<file path="config.mk">
export PLATFORM = sky130hd
export DESIGN_NAME = serial_frame_tx
export DESIGN_NICKNAME = d
export VERILOG_FILES = /design/src/rtl/serial_frame_tx.sv
export SDC_FILE = /design/constraint.sdc
export NUM_CORES = 1
export LEC_CHECK = 0
export ABC_AREA = 1
export ABC_CLOCK_PERIOD_IN_PS = 1850
export CAP_MARGIN = 20
export CORE_MARGIN = 4
export CORE_UTILIZATION = 42
export CTS_CLUSTER_SIZE = 28
export DETAILED_ROUTE_END_ITERATION = 8
export RECOVER_POWER = 25
export SYNTH_ARGS = -nofsm -noshare
export SYNTH_HDL_FRONTEND = slang
export SYNTH_SLANG_ARGS = --single-unit
</file>
<file path="constraint.sdc">
create_clock -name clk -period 1.85 [get_ports clk]
set_input_delay 0.555 -clock clk [delete_from_list [all_inputs] [get_ports clk]]
set_output_delay 0.555 -clock clk [all_outputs]
set_load 0.01 [all_outputs]
</file>
<file path="src/rtl/serial_frame_tx.sv">
// ---------------------------------------------------------------------------
// serial_frame_tx
//   Framing serializer. It accepts an N-bit word over a valid/ready handshake
//   and sends it on a single idle-high serial line, LSB first, as
//   start bit, N data bits, an optional parity bit, and a stop bit. Each bit
//   is held for DIV clocks.
//
// Parameters
//   N           data width in bits (>= 1)
//   DIV         clocks per serial bit (>= 1)
//   PARITY_EN   1 = insert a parity bit after the data bits
//   PARITY_ODD  0 = even parity, 1 = odd parity (ignored when PARITY_EN = 0)
//
// Ports
//   clk       in   rising-edge clock
//   reset     in   asynchronous, active-high reset
//   in_valid  in   in_data holds a word to send
//   in_ready  out  word can be accepted (high only while idle)
//   in_data   in   parallel word, sampled only on the accept edge
//   tx        out  registered serial line, idle-high
//   busy      out  a frame is in progress
//   done      out  one-cycle pulse in the first idle cycle after a frame
// ---------------------------------------------------------------------------
module serial_frame_tx #(
  parameter int N          = 8,
  parameter int DIV        = 4,
  parameter int PARITY_EN  = 0,
  parameter int PARITY_ODD = 0
) (
  input  logic         clk,
  input  logic         reset,
  input  logic         in_valid,
  output logic         in_ready,
  input  logic [N-1:0] in_data,
  output logic         tx,
  output logic         busy,
  output logic         done
);

  localparam int DW = (DIV > 1) ? $clog2(DIV) : 1;
  localparam int BW = (N > 1) ? $clog2(N) : 1;

  localparam logic [DW-1:0] DIV_LAST = DW'(DIV - 1);
  localparam logic [BW-1:0] BIT_LAST = BW'(N - 1);

  localparam logic PAR_ODD_BIT = (PARITY_ODD != 0);
  localparam logic HAS_PARITY  = (PARITY_EN != 0);

  typedef enum logic [2:0] {
    S_IDLE,
    S_START,
    S_DATA,
    S_PARITY,
    S_STOP
  } state_t;

  state_t         r_state;
  state_t         w_state_next;

  logic [DW-1:0]  r_div_cnt;
  logic [DW-1:0]  w_div_cnt_next;
  logic [BW-1:0]  r_bit_cnt;
  logic [BW-1:0]  w_bit_cnt_next;
  logic [N-1:0]   r_shreg;
  logic [N-1:0]   w_shreg_next;
  logic           r_parity;
  logic           w_parity_next;
  logic           r_tx;
  logic           w_tx_next;
  logic           r_done;
  logic           w_done_next;

  logic           w_accept;
  logic           w_bit_end;

  assign in_ready  = (r_state == S_IDLE);
  assign busy      = (r_state != S_IDLE);
  assign tx        = r_tx;
  assign done      = r_done;

  assign w_accept  = in_valid && (r_state == S_IDLE);
  // With DIV = 1 the counter never leaves 0, so every state ends each clock.
  assign w_bit_end = (r_div_cnt == DIV_LAST);

  // -------------------------------------------------------------------------
  // State, counters and datapath registers
  // -------------------------------------------------------------------------
  always_ff @(posedge clk or posedge reset) begin
    if (reset) begin
      r_state   <= S_IDLE;
      r_div_cnt <= '0;
      r_bit_cnt <= '0;
      r_shreg   <= '0;
      r_parity  <= 1'b0;
      r_tx      <= 1'b1;
      r_done    <= 1'b0;
    end else begin
      r_state   <= w_state_next;
      r_div_cnt <= w_div_cnt_next;
      r_bit_cnt <= w_bit_cnt_next;
      r_shreg   <= w_shreg_next;
      r_parity  <= w_parity_next;
      r_tx      <= w_tx_next;
      r_done    <= w_done_next;
    end
  end

  // -------------------------------------------------------------------------
  // Next-state and datapath logic
  // -------------------------------------------------------------------------
  always_comb begin
    w_state_next   = r_state;
    w_div_cnt_next = r_div_cnt;
    w_bit_cnt_next = r_bit_cnt;
    w_shreg_next   = r_shreg;
    w_parity_next  = r_parity;
    w_done_next    = 1'b0;
    w_tx_next      = 1'b1;

    unique case (r_state)
      S_IDLE: begin
        if (w_accept) begin
          w_state_next   = S_START;
          w_shreg_next   = in_data;
          w_parity_next  = (^in_data) ^ PAR_ODD_BIT;
          w_div_cnt_next = '0;
          w_bit_cnt_next = '0;
        end
      end

      S_START: begin
        if (w_bit_end) begin
          w_state_next   = S_DATA;
          w_div_cnt_next = '0;
        end else begin
          w_div_cnt_next = r_div_cnt + DW'(1);
        end
      end

      S_DATA: begin
        if (w_bit_end) begin
          w_div_cnt_next = '0;
          // Plain right shift keeps the expression legal for N = 1.
          w_shreg_next   = r_shreg >> 1;
          if (r_bit_cnt == BIT_LAST) begin
            w_bit_cnt_next = '0;
            w_state_next   = HAS_PARITY ? S_PARITY : S_STOP;
          end else begin
            w_bit_cnt_next = r_bit_cnt + BW'(1);
          end
        end else begin
          w_div_cnt_next = r_div_cnt + DW'(1);
        end
      end

      S_PARITY: begin
        if (w_bit_end) begin
          w_state_next   = S_STOP;
          w_div_cnt_next = '0;
        end else begin
          w_div_cnt_next = r_div_cnt + DW'(1);
        end
      end

      S_STOP: begin
        if (w_bit_end) begin
          w_state_next   = S_IDLE;
          w_div_cnt_next = '0;
          w_done_next    = 1'b1;
        end else begin
          w_div_cnt_next = r_div_cnt + DW'(1);
        end
      end

      default: begin
        w_state_next   = S_IDLE;
        w_div_cnt_next = '0;
        w_bit_cnt_next = '0;
      end
    endcase

    // tx is registered from the *next* state and shift register so the line
    // changes on the same edge as the state, e.g. the start bit appears in
    // the first cycle after the accept edge.
    unique case (w_state_next)
      S_IDLE:   w_tx_next = 1'b1;
      S_START:  w_tx_next = 1'b0;
      S_DATA:   w_tx_next = w_shreg_next[0];
      S_PARITY: w_tx_next = w_parity_next;
      S_STOP:   w_tx_next = 1'b1;
      default:  w_tx_next = 1'b1;
    endcase
  end

endmodule

</file>
* Yosys cells after proc, flatten, opt, wreduce, memory -nomap -nowiden
Index checks and enable logic that the tools add are counted.
** Word-level totals
- Register bits :: 19
- Word-level logic and storage cells :: 53
** Operators by class
- Multiplexer cells :: 22
- Add/sub/neg operators :: 2
- Bitwise logic cells :: 1
- Reduce and logical (&&, ||, !) cells :: 9
- Eq/ne operators :: 11
** Operators with widths (count)
- 2-to-1 mux 3 bit :: 9
- 2-to-1 mux 8 bit :: 2
- case mux 8 bit (2 select lines) :: 1
- case mux 3 bit (5 select lines) :: 1
- equality test 3 x 2 -> 1 bit, second input constant :: 4
- case mux 3 bit (3 select lines) :: 1
- XOR reduction 8 bit :: 1
- equality test 3 x 1 -> 1 bit, second input constant :: 2
- equality test 3 bit, second input constant :: 2
- AND reduction 3 bit :: 2
- 2-to-1 mux 1 bit :: 4
- 2-to-1 mux 2 bit :: 2
- case mux 2 bit (2 select lines) :: 1
- OR reduction 4 bit :: 1
- adder 3 x 1 -> 3 bit, second input constant :: 1
- logical NOT 3 bit :: 1
- case mux 1 bit (3 select lines) :: 1
- nonzero test 3 bit :: 1
- OR reduction 3 bit :: 1
- adder 2 x 1 -> 2 bit, second input constant :: 1
- equality test 2 bit, second input constant :: 1
- != test 2 x 1 -> 1 bit, second input constant :: 1
- != test 2 bit, second input constant :: 1
- nonzero test 2 bit :: 1
- 2 further kinds :: 2

* Longest topological paths before layout
- Depth in word-level cells :: 6
- Mapped depth :: 11

* Worst setup path after synthesis
No wires, ideal clock.
- Kind :: register -> output
- Start point :: reg r_state[2]
- End point :: out in_ready
- Slack :: 0.530 ns
- Arrival :: 0.765 ns
- Cell stages (with the launch flop) :: 4
- Required time :: 1.295 ns
- Path buffers :: 0
- Path through :: dfrtp_1 -> nor2_4 -> nand2_4 -> inv_1
** On the way
- Cells in the longest elaborated chain, start to end :: 1
** Ends and longest elaborated chain
- start, declared :: RTL line 57 : state_t r_state;
- start signal, assigned :: RTL line 98 : r_state <= w_state_next;
- logical NOT 3 bit :: RTL line 76 : assign in_ready = (r_state == S_IDLE);
- end, declared :: RTL line 33 : output logic in_ready,
No other way between the ends.

* Final worst setup path
- Start point :: reg r_state[2]
- End point :: out busy
** On the way
- Cells in the longest elaborated chain, start to end :: 1
** Ends and longest elaborated chain
- nonzero test 3 bit :: RTL line 77 : assign busy = (r_state != S_IDLE);
- end, declared :: RTL line 36 : output logic busy,
No other way between the ends.

==> flow_metrics.py <==
metrics = {
    "setup_path": {
        "r2r-end": "tx",
        "r2r_slack_ps": 360,
        "critPathLaunchType": "register",
        "arrival_ps": 1210,
        "rr_startpoint": "r_state[2]",
        "cp_max_fo": 3,
        "cp-endpoint": "busy",
        "path_class": "reg2out",
        "cp.required_ps": 1290,
        "r2r.worst_path.cells": 10,
        "end_kind": "output port",
        "worstSetupStartpoint": "r_state[2]",
    },
    "clock_tree": {
        "path_clk_slew_ps": 110,
        "clock_latency_ps": 290,
        "cts-buffers-inserted": 3,
        "htreeDepth": 1,
        "clockBufferDepth": 2,
        "cts_root_buf": "clkbuf_4",
        "clock_sinks": 19,
        "cts_tree": "yes",
    },
    "yosys": {
        "ys_seq_area_frac": 0.3973,
        "yosys-mux-area-fraction": 0,
        "yosys_warnings": 0,
        "synthAdderAreaFrac": 0.03128,
        "synth_seq_cells": 19,
        "synthCells": 159,
        "syn_area_per_cell_um2": 7.547,
        "synth_xor_area_frac": 0.007299,
        "syn_nets": 173,
        "ys_types": 28,
        "synth_area_um2": 1200,
        "synth_compound_area_frac": 0.1022,
        "synth_top_family_by_area": "simple AND/OR/NAND/NOR gates",
        "synth-simple-area-share": 0.3545,
    },
    "routing": {
        "drcViolationCount": 0,
        "wl_per_cell_um": 10.24,
        "num_vias": 1015,
        "first_pass_iters": 4,
        "final_antenna_net_count": 0,
        "routed_wirelength_um": 2181,
        "dr.first_iter.drc_count": 38,
        "vias_per_cell": 4.765,
    },
    "global_route": {
        "use_met3": 0.01258,
        "first_global_vias": 911,
        "grt_first_pass_wirelength_um": 3739,
        "grt_max_degree": 20,
        "globalRoute.busiestLayer": "met2",
        "use_met1": 0.1617,
        "gr-usage-all-layers": 0.1329,
        "met2_usage": 0.2341,
        "overflow": 0,
        "antenna_found_initial": 0,
    },
    "run_status": {
        "status": "complete, no violations",
    },
    "place": {
        "placed_area_um2": 1413,
        "post-place-ws_ps": -21.35,
        "port_buffers": 14,
        "hpwl_um": 1767,
        "placedCellCount": 208,
        "place_congestion": 0.8044,
    },
    "sta": {
        "holdWs_ps": 505.1,
        "worst_slew_margin_rel": 0.3171,
        "grt_setup_unrepaired": "false",
        "hold_viol_final": 0,
        "setup_slack_ps": 88.79,
        "finalSetupViolCount": 0,
        "fmax_ghz": 0.5678,
        "worst_pin_slew_ps": 1024,
        "finalWorstPathRequiredPeriod_ps": 1761,
        "finalClockSkew_ps": 1.692,
        "slew_viol_final": 0,
        "period_share": 0.9520,
    },
    "floorplan": {
        "core_um2": 2734,
        "initial_core_util": 0.4389,
        "io_pins": 15,
        "die_x_um": 61.45,
        "die_h_um": 61.45,
        "row_count": 19,
        "die_area_um2": 3776,
    },
    "cells_and_area": {
        "finalNonFillerCells": 213,
        "drive_gt1_frac": 0.1538,
        "final_util": 0.5254,
        "area_growth_pct": 19.71,
        "final_area_um2": 1436,
        "fill_cells": 270,
        "n_antenna_cell": 0,
        "nets": 197,
    },
    "power_and_ir_drop": {
        "p_leak_uw": 0.0007874,
        "peakVddDrop_uv": 851.5,
        "powerDensity_nw_per_um2": 1205,
    },
    "run": {
        "maxCapViolations": 0,
    },
    "worst_hold_path": {
        "hold_class": "reg2reg",
    },
}
Yosys cell counts:
cell type	number	area [um2]
nand2_2	2	12.51
nand2_1	48	180.2
nor2_8	1	20.02
nand2_4	3	33.78
nand3_2	1	10.01
buf_4	1	7.510
nand3b_1	1	7.510
dfstp_2	1	26.28
o21ai_1	5	25.02
nor2_4	2	22.52
buf_1	1	3.750
o221ai_1	3	26.28
nand3_4	1	17.52
nand3_1	12	60.06
inv_4	2	12.51
nand4_1	1	6.260
inv_2	2	7.510
nor2_1	13	48.80
o21ai_0	3	15.01
a21boi_0	1	7.510
o211ai_1	4	30.03
o31ai_2	1	12.51
or2_2	1	6.260
o22ai_1	1	6.260
inv_1	26	97.59
dfrtp_1	18	450.4
xnor2_1	1	8.760
ha_1	3	37.54
repair_timing:
item	4_1_cts	5_1_grt
resized for setup	4	1
endpoints found under the setup margin	3	1
hold buffers	0	0
buffers inserted	1	0
how the worst min path moves through the flow:
stage | slack (ps) | cells past startpoint | to | startpoint
finish | 510 | 2 | r_shreg[4] | r_shreg[4]
global route | 540 | 1 | r_div_cnt[0] | r_div_cnt[0]
CTS | 510 | 2 | r_shreg[4] | r_shreg[4]
detailed placement | 480 | 2 | r_shreg[4] | r_shreg[4]
global placement | 490 | 1 | r_div_cnt[0] | r_div_cnt[0]
floorplan | 460 | 2 | r_shreg[4] | r_shreg[4]
area by class of cell:
| type | instances | area, um2 | area share |
|---|---|---|---|
| multi-input cells | 108 | 594.3 | 0.4138 |
| flip-flops and latches | 19 | 476.7 | 0.3319 |
| clock inverters | 1 | 5.005 | 0.003484 |
| repair buffers | 21 | 181.4 | 0.1263 |
| inverters | 30 | 117.6 | 0.08188 |
| clock buffers | 3 | 22.52 | 0.01568 |
| well taps | 31 | 38.79 | 0.02700 |
cell usage in the layout, fill, tap and decap left out:
cell             synthesis  final
inv_4                    2      2
dfrtp_1                 18     18
nor2_8                   1      1
o21ai_1                  5      5
nand3_1                 12     12
inv_1                   26     26
nand3_2                  1      1
nand2_2                  2      2
or2_2                    1      1
nand2_4                  3      3
clkbuf_1                 0      1
nand3_4                  1      1
dfstp_2                  1      1
dlygate4sd3_1            0      1
o21ai_0                  3      3
o221ai_1                 3      3
buf_4                    1      6
o211ai_1                 4      4
clkbuf_2                 0      1
clkbuf_4                 0      3
clkinv_2                 0      1
a21boi_0                 1      1
inv_2                    2      2
dlygate4sd2_1            0      2
o31ai_2                  1      1
nand4_1                  1      1
nor2_4                   2      2
nand3b_1                 1      1
o22ai_1                  1      1
nand2_1                 48     48
xnor2_1                  1      1
nor2_1                  13     13
ha_1                     3      3
clkdlybuf4s50_1          0     10
layer usage:
| metal | share of wire | routed length [um] |
|---|---|---|
| met5 | 0 | 0 |
| met4 | 0.012 | 26 |
| met3 | 0.033 | 73 |
| met2 | 0.49 | 1071 |
| met1 | 0.46 | 1009 |
through the flow:
stage	power (uW)	setup TNS [ps]
floorplan	1316	0
global placement	1565	-14.05
detailed placement	1575	-21.35
CTS	1774	0
global route	1902	0
finish	1731	0
critical path, stage by stage (launching register included):
cell and delay [ps]:
dfrtp_1 420, nor2_4 150, nand2_4 60, dlygate4sd2_1 280
power by group:
group	total (uW)	leakage [uW]	internal [uW]	switching, uW
sequential	667	0.000239	584	83.3
combinational	856	0.000531	347	509
clock	209	0.0000177	80.4	128
total	1730	0.000787	1010	720
logic make-up after synthesis:
kind of cell / after synthesis
compound gates: 18
simple gates: 86
fa+ha+maj: 3
xor+xnor: 1
buf+inv: 32
flops: 19
sequential cells by signal, summed over array words and instances, names as in the netlist:
| signal | flops |
|---|---|
| r_shreg | 8 |
| r_bit_cnt | 3 |
| r_state | 3 |
| r_div_cnt | 2 |
| done | 1 |
| r_parity | 1 |
| tx | 1 |
No activity file was read; power rests on OpenSTA's default activity.
